### src/rtl/mem_stream_pkg.sv
// rtl/mem_stream_pkg.sv - shared types for the memory stream reader
package mem_stream_pkg;

    typedef enum logic [1:0] {
        IDLE = 2'd0,
        RUN  = 2'd1,
        DONE = 2'd2
    } state_e;

endpackage

### src/rtl/mem_stream_reader.sv
// rtl/mem_stream_reader.sv - strided reads from a single-port memory, streamed out with valid/ready/last
module mem_stream_reader
    import mem_stream_pkg::*;
#(
    parameter int DataWidth = 8,
    parameter int DataDepth = 4096,
    parameter int AddrWidth = (DataDepth <= 1) ? 1 : $clog2(DataDepth)
) (
    input  logic                        clk_i,
    input  logic                        rst_ni,
    input  logic                        start_i,
    input  logic        [AddrWidth-1:0] base_addr_i,
    input  logic        [AddrWidth-1:0] stride_i,
    input  logic          [AddrWidth:0] length_i,
    output logic        [AddrWidth-1:0] mem_addr_o,
    output logic                        mem_we_o,
    output logic        [DataWidth-1:0] mem_wr_data_o,
    input  logic signed [DataWidth-1:0] mem_rd_data_i,
    output logic signed [DataWidth-1:0] data_o,
    output logic                        valid_o,
    input  logic                        ready_i,
    output logic                        last_o,
    output logic                        busy_o,
    output logic                        done_o
);

    state_e               state_q;
    logic [AddrWidth-1:0] addr_q;
    logic [AddrWidth-1:0] stride_q;
    logic   [AddrWidth:0] remaining_q;
    logic                 primed_q;
    logic                 xfer;
    logic                 fetch;
    logic [AddrWidth-1:0] addr_next;

    assign mem_we_o      = 1'b0;
    assign mem_wr_data_o = '0;

    // primed_q spends the first RUN cycle letting the memory settle on the base address
    assign xfer      = valid_o && ready_i;
    assign fetch     = (state_q == RUN) && primed_q && (remaining_q != '0) && (!valid_o || ready_i);
    assign addr_next = addr_q + stride_q;

    always_ff @(posedge clk_i or negedge rst_ni) begin
        if (!rst_ni) begin
            state_q     <= IDLE;
            addr_q      <= '0;
            stride_q    <= '0;
            remaining_q <= '0;
            primed_q    <= 1'b0;
            mem_addr_o  <= '0;
            data_o      <= '0;
            valid_o     <= 1'b0;
            last_o      <= 1'b0;
            busy_o      <= 1'b0;
            done_o      <= 1'b0;
        end else begin
            case (state_q)
                IDLE: begin
                    done_o <= 1'b0;
                    if (start_i) begin
                        busy_o <= 1'b1;
                        if (length_i != '0) begin
                            addr_q      <= base_addr_i;
                            mem_addr_o  <= base_addr_i;
                            stride_q    <= stride_i;
                            remaining_q <= length_i;
                            primed_q    <= 1'b0;
                            state_q     <= RUN;
                        end else begin
                            done_o  <= 1'b1;
                            state_q <= DONE;
                        end
                    end
                end
                RUN: begin
                    primed_q <= 1'b1;
                    if (fetch) begin
                        data_o      <= mem_rd_data_i;
                        valid_o     <= 1'b1;
                        last_o      <= (remaining_q == (AddrWidth+1)'(1));
                        addr_q      <= addr_next;
                        mem_addr_o  <= addr_next;
                        remaining_q <= remaining_q - 1'b1;
                    end else if (xfer) begin
                        valid_o <= 1'b0;
                        last_o  <= 1'b0;
                    end
                    if (xfer && remaining_q == '0) begin
                        done_o  <= 1'b1;
                        state_q <= DONE;
                    end
                end
                DONE: begin
                    done_o  <= 1'b0;
                    busy_o  <= 1'b0;
                    state_q <= IDLE;
                end
                default: begin
                    state_q <= IDLE;
                end
            endcase
        end
    end

endmodule

### config.mk
export PLATFORM = sky130hd
export DESIGN_NAME = mem_stream_reader
export DESIGN_NICKNAME = d
export VERILOG_FILES = /design/src/rtl/mem_stream_pkg.sv /design/src/rtl/mem_stream_reader.sv
export SDC_FILE = /design/constraint.sdc
export NUM_CORES = 1
export LEC_CHECK = 0
export ABC_AREA = 1
export CAP_MARGIN = 15
export CORE_MARGIN = 4
export CORE_UTILIZATION = 46
export DETAILED_ROUTE_END_ITERATION = 6
export PLACE_DENSITY = 0.85
export SETUP_SLACK_MARGIN = 0.1
export SLEW_MARGIN = 20
export SYNTH_ARGS = -nofsm -noshare
export SYNTH_HDL_FRONTEND = slang
export SYNTH_SLANG_ARGS = --single-unit
export TNS_END_PERCENT = 5
### constraint.sdc
create_clock -name clk_i -period 1.9 [get_ports clk_i]
set_clock_uncertainty 0.2 [all_clocks]
set_input_delay 0.285 -clock clk_i [delete_from_list [all_inputs] [get_ports clk_i]]
set_output_delay 0.285 -clock clk_i [all_outputs]
set_load 0.1 [all_outputs]
Word-level counts from Yosys, hierarchy flattened. Index checks and enable logic that the tools add are counted.

Bits in registers: 52. Input port bits: 49. Output and inout port bits: 33. Logic and storage cells: 66.

Add/subtract/negate cells: 2. Eq/ne operators: 7. Multiplexer cells: 24. Reductions and logical operators: 23.

Operators with widths (number): 13-bit 2-to-1 mux (3); 12-bit 2-to-1 mux (3); 13-bit case mux with 2 select lines (1); 13-bit nonzero test (2); 12-bit case mux with 2 select lines (1); 13-bit by 1-bit == test with 1-bit output, second input constant (1); 13-bit logical NOT (1); 13-bit by 1-bit subtractor with 13-bit output, second input constant (1); 12-bit adder (1); 2-bit AND reduction (5); 1-bit 2-to-1 mux (9); 2-bit 2-to-1 mux (3); 2-bit inequality test, second input constant (3); 3-bit AND reduction (2); 2-bit nonzero test (3); 1-bit logical AND (5); 1-bit case mux with 2 select lines (2); 2-bit case mux with 2 select lines (1); 4-bit AND reduction (1); 1-bit case mux with 3 select lines (1); 3-bit nonzero test (1); 2-bit by 1-bit == test with 1-bit output, second input constant (1); 2-bit == test, second input constant (1); 2-bit logical NOT (1); other kinds (3) (3).

Logic depth before layout (Yosys ltp).
Depth in word-level cells: 6. Gate-level depth with buffers: 13. Gate-level depth less buffers: 13.

Worst setup path before layout. OpenSTA, ideal clock, no wires.

Path kind: register -> register. Start: register addr_q[0]. End: register addr_q[6]. Arrival time: 2242 ps. Data required time: 1580 ps. Setup slack: -662 ps. Cell stages (with the launch flop): 14. Buffers on the path: 0. Period minus slack after synthesis: 2562 ps. Cells stage by stage: dfrtp_1 ha_1 inv_1 fa_1 inv_1 nand3_1 nand3_1 nand2_1 nand2_1 nand2_1 nand3_1 nand2_1 nand2_1 nand2_1.

Longest elaborated chain between the ends: 3.

Ends and longest elaborated chain: start, declared (line mem_stream_reader.sv:28) `logic [AddrWidth-1:0] addr_q;`; start signal, assigned (line mem_stream_reader.sv:64) `addr_q <= base_addr_i;`; start signal, assigned (line mem_stream_reader.sv:82) `addr_q <= addr_next;`; 12-bit adder (line mem_stream_reader.sv:42) `assign addr_next = addr_q + stride_q;`; 12-bit 2-to-1 mux (line mem_stream_reader.sv:78) `if (fetch) begin`; 12-bit case mux with 2 select lines (line mem_stream_reader.sv:58) `case (state_q)`.

Every way passes these cells. The select of a mux whose other input is x is not followed. A chain may end at the register's enable or synchronous reset.

Final worst setup path.
Start: register addr_q[1]. End: register addr_q[6].

Same word-level chain as after synthesis.

==> results.ini <==
[global_route]
grt_antenna_before_repair = 0
grt_util_all_layers = 0.201
wire_length_of_the_first_global_routing_pass_um = 14600
grt_max_degree = 53
grt_overflow_total = 0
grt_pass1_vias = 3433

[sta]
hold_viol = 0
final-max-slew-violation-count = 0
maximum_clock_rate_ghz = 0.531
final_clock_period_utilization_by_the_worst_path = 0.991
post-route-min-period_ps = 1880
setup_viol_count_final = 0
setup_tns_ps = 0
rsz_0062_raised_after_global_routing = yes

[yosys]
synth_enable_flop_cells = 0
syn_area_per_cell_um2 = 7.32
postSynth.asyncResetShare = 1.00
synth_cells = 478
yosysSeqAreaShare = 0.372
yosysUniqueCellTypes = 30
synthesis_stage_register_bit_count = 52
ys.warnings.count = 0
mappedNetlistArea_um2 = 3500
synth-main-ff-cell = sky130_fd_sc_hd__dfrtp_1

[setup_path]
worst-endpoint-arrival_ps = 1900
worstSetupEndpointType = register
worstPathMaxFanout = 4
worst_setup_path_start_kind = register
worstSetupPathType = reg2reg
worst_ep_required_time_ps = 1910

[floorplanning]
die_w_um = 95.2
std_cell_rows = 31
initial_core_util = 0.478
die_area_um2 = 9070
die_h_um = 95.2
io_pins = 82
coreArea_um2 = 7330

[route]
number_of_vias_in_the_routed_layout = 3361
detailedRoute.firstPassIterationCount = 5
drt-total-wl_um = 9210
routed_via_density = 4.95
number_of_remaining_drc_errors = 0
avgRoutedWirePerCell_um = 13.6
drt.antenna.violating_nets = 0
drt_first_iter_violations = 188

[final_layout]
layout-area-overhead-vs-synth_pct = 47.6
num_antenna_cells = 0
most_common_cell_after_layout_fill_and_taps_aside = sky130_fd_sc_hd__nand2_1
sequential_cell_area_um2 = 1330
final_core_utilization = 0.705
most-common-layout-cells = 166 x sky130_fd_sc_hd__nand2_1, 45 x sky130_fd_sc_hd__clkdlybuf4s50_1, 43 x sky130_fd_sc_hd__inv_1
fillers = 513
multiInputGateArea_um2 = 2130
drive_gt1_frac = 0.279
fin_nets = 647

[place]
dpl.hpwl_um = 6710
numPortBuffers = 72
place_congestion = 0.888

[clocking]
clock_tree.buffer_depth = 2
insertion_delay_ps = 310
clock-sinks = 52
tritoncts_clock_tree = done
cts.reportedPaths.clkPinSlew_ps = 100
numCtsBuffers = 5
cts_max_level = 2
clk_root_buffer_cell = sky130_fd_sc_hd__clkbuf_8

[worst_hold_path]
holdCritPathClass = in2reg

[outcome]
run_status = complete, no violations

[job]
timing.max_cap.violations = 0

==> routing by layer <==
metal,share of wire,global-route usage,up-vias
li1,-,-,1695
met1,0.40,0.242,1555
met2,0.51,0.352,101
met3,0.073,0.0489,10
met4,0.017,0.0649,0
met5,0,0,-
==> final cells by class <==
class | count | share of cell area
clock inverters | 3 | 0.00823
multi-input cells | 363 | 0.413
repair buffers | 106 | 0.246
inverters | 51 | 0.0395
clock buffers | 5 | 0.0133
flip-flops and latches | 52 | 0.256
well taps | 99 | 0.0240
==> state kept, by name (all words and copies together), names as in the netlist <==
| register | count |
|---|---|
| valid_o | 1 |
| busy_o | 1 |
| last_o | 1 |
| done_o | 1 |
| stride_q | 12 |
| state_q | 2 |
| primed_q | 1 |
| remaining_q | 13 |
| data_o | 8 |
| addr_q | 12 |
==> repair_timing <==
action,in CTS,in global routing
pin swaps,2,19
setup buffers,1,5
setup endpoints to repair,47,48
gates resized for setup,6,47
hold buffers,1,0
hold endpoints to repair,52,0
==> worst max-delay path, stage by stage, from the launching register on <==
cell                      delay, ps
sky130_fd_sc_hd__dfrtp_4        460
sky130_fd_sc_hd__inv_1           90
sky130_fd_sc_hd__fa_2           400
sky130_fd_sc_hd__inv_2           90
sky130_fd_sc_hd__nand3_4         70
sky130_fd_sc_hd__nand3_4         80
sky130_fd_sc_hd__nand2_2         70
sky130_fd_sc_hd__nand2_1         70
sky130_fd_sc_hd__nand2_1         50
sky130_fd_sc_hd__nand3_1         60
sky130_fd_sc_hd__nand2_1         50
sky130_fd_sc_hd__nand2_1         60
sky130_fd_sc_hd__nand2_1         40
==> synth_stat cells, types with 2 or more instances <==
library cell / instances / area share
sky130_fd_sc_hd__nand2_1: 172 / 0.18
sky130_fd_sc_hd__a21oi_1: 7 / 0.010
sky130_fd_sc_hd__nand2_2: 4 / 0.0071
sky130_fd_sc_hd__or2_2: 2 / 0.0036
sky130_fd_sc_hd__nand2_4: 3 / 0.0096
sky130_fd_sc_hd__mux2_2: 19 / 0.061
sky130_fd_sc_hd__nand3b_1: 5 / 0.011
sky130_fd_sc_hd__nor2_1: 47 / 0.050
sky130_fd_sc_hd__o21ai_0: 20 / 0.029
sky130_fd_sc_hd__ha_1: 18 / 0.064
sky130_fd_sc_hd__o21ai_2: 9 / 0.023
sky130_fd_sc_hd__clkbuf_1: 3 / 0.0032
sky130_fd_sc_hd__buf_4: 13 / 0.028
sky130_fd_sc_hd__buf_6: 2 / 0.0064
sky130_fd_sc_hd__xor2_1: 2 / 0.0050
sky130_fd_sc_hd__nand3_1: 34 / 0.049
sky130_fd_sc_hd__nand4_1: 5 / 0.0089
sky130_fd_sc_hd__nor2_2: 2 / 0.0036
sky130_fd_sc_hd__inv_1: 49 / 0.053
sky130_fd_sc_hd__dfrtp_1: 52 / 0.37
==> cell families (layout without fill, tap and decap cells) <==
kind of cell / count (synthesis) / count (layout) / synth area share
AND/OR/NAND/NOR: 275 / 275 / 0.329
buffers and inverters: 71 / 165 / 0.0954
flip-flops: 52 / 52 / 0.372
AO/OA/AOI/OAI: 38 / 38 / 0.0643
adder cells (fa/ha/maj): 19 / 19 / 0.0701
multiplexers: 19 / 19 / 0.0611
XOR/XNOR: 3 / 3 / 0.00751
other: 1 / 9 / 0.00107
==> stage by stage <==
step | instance area (um2) | cells | setup WS (ps) | hold WS (ps)
final | 5170 | 679 | 16.8 | 190
after floorplan | 3580 | 486 | -128 | -211
after CTS | 4900 | 674 | 9.95 | 286
after global placement | 4760 | 664 | -175 | 95.3
after global routing | 5170 | 679 | -108 | 236
after detailed placement | 4760 | 664 | -250 | 99.9
==> path summary, 6_finish.rpt <==
path,from,to,slack [ps],cells after the start
setup / recovery,addr_q[1]$_DFFE_PN0P_,addr_q[6]$_DFFE_PN0P_,20,12
hold / removal,length_i[11],remaining_q[11]$_DFFE_PN0P_,190,5
setup reg to reg,addr_q[1]$_DFFE_PN0P_,addr_q[6]$_DFFE_PN0P_,20,12
hold reg to reg,stride_q[9]$_DFFE_PN0P_,stride_q[9]$_DFFE_PN0P_,330,1
max in group asynchronous,rst_ni,addr_q[3]$_DFFE_PN0P_,940,3
min in group asynchronous,rst_ni,remaining_q[0]$_DFFE_PN0P_,280,3
Power is not shown: default switching activity piles up to over one toggle a cycle in this logic, so the estimate is an artifact.
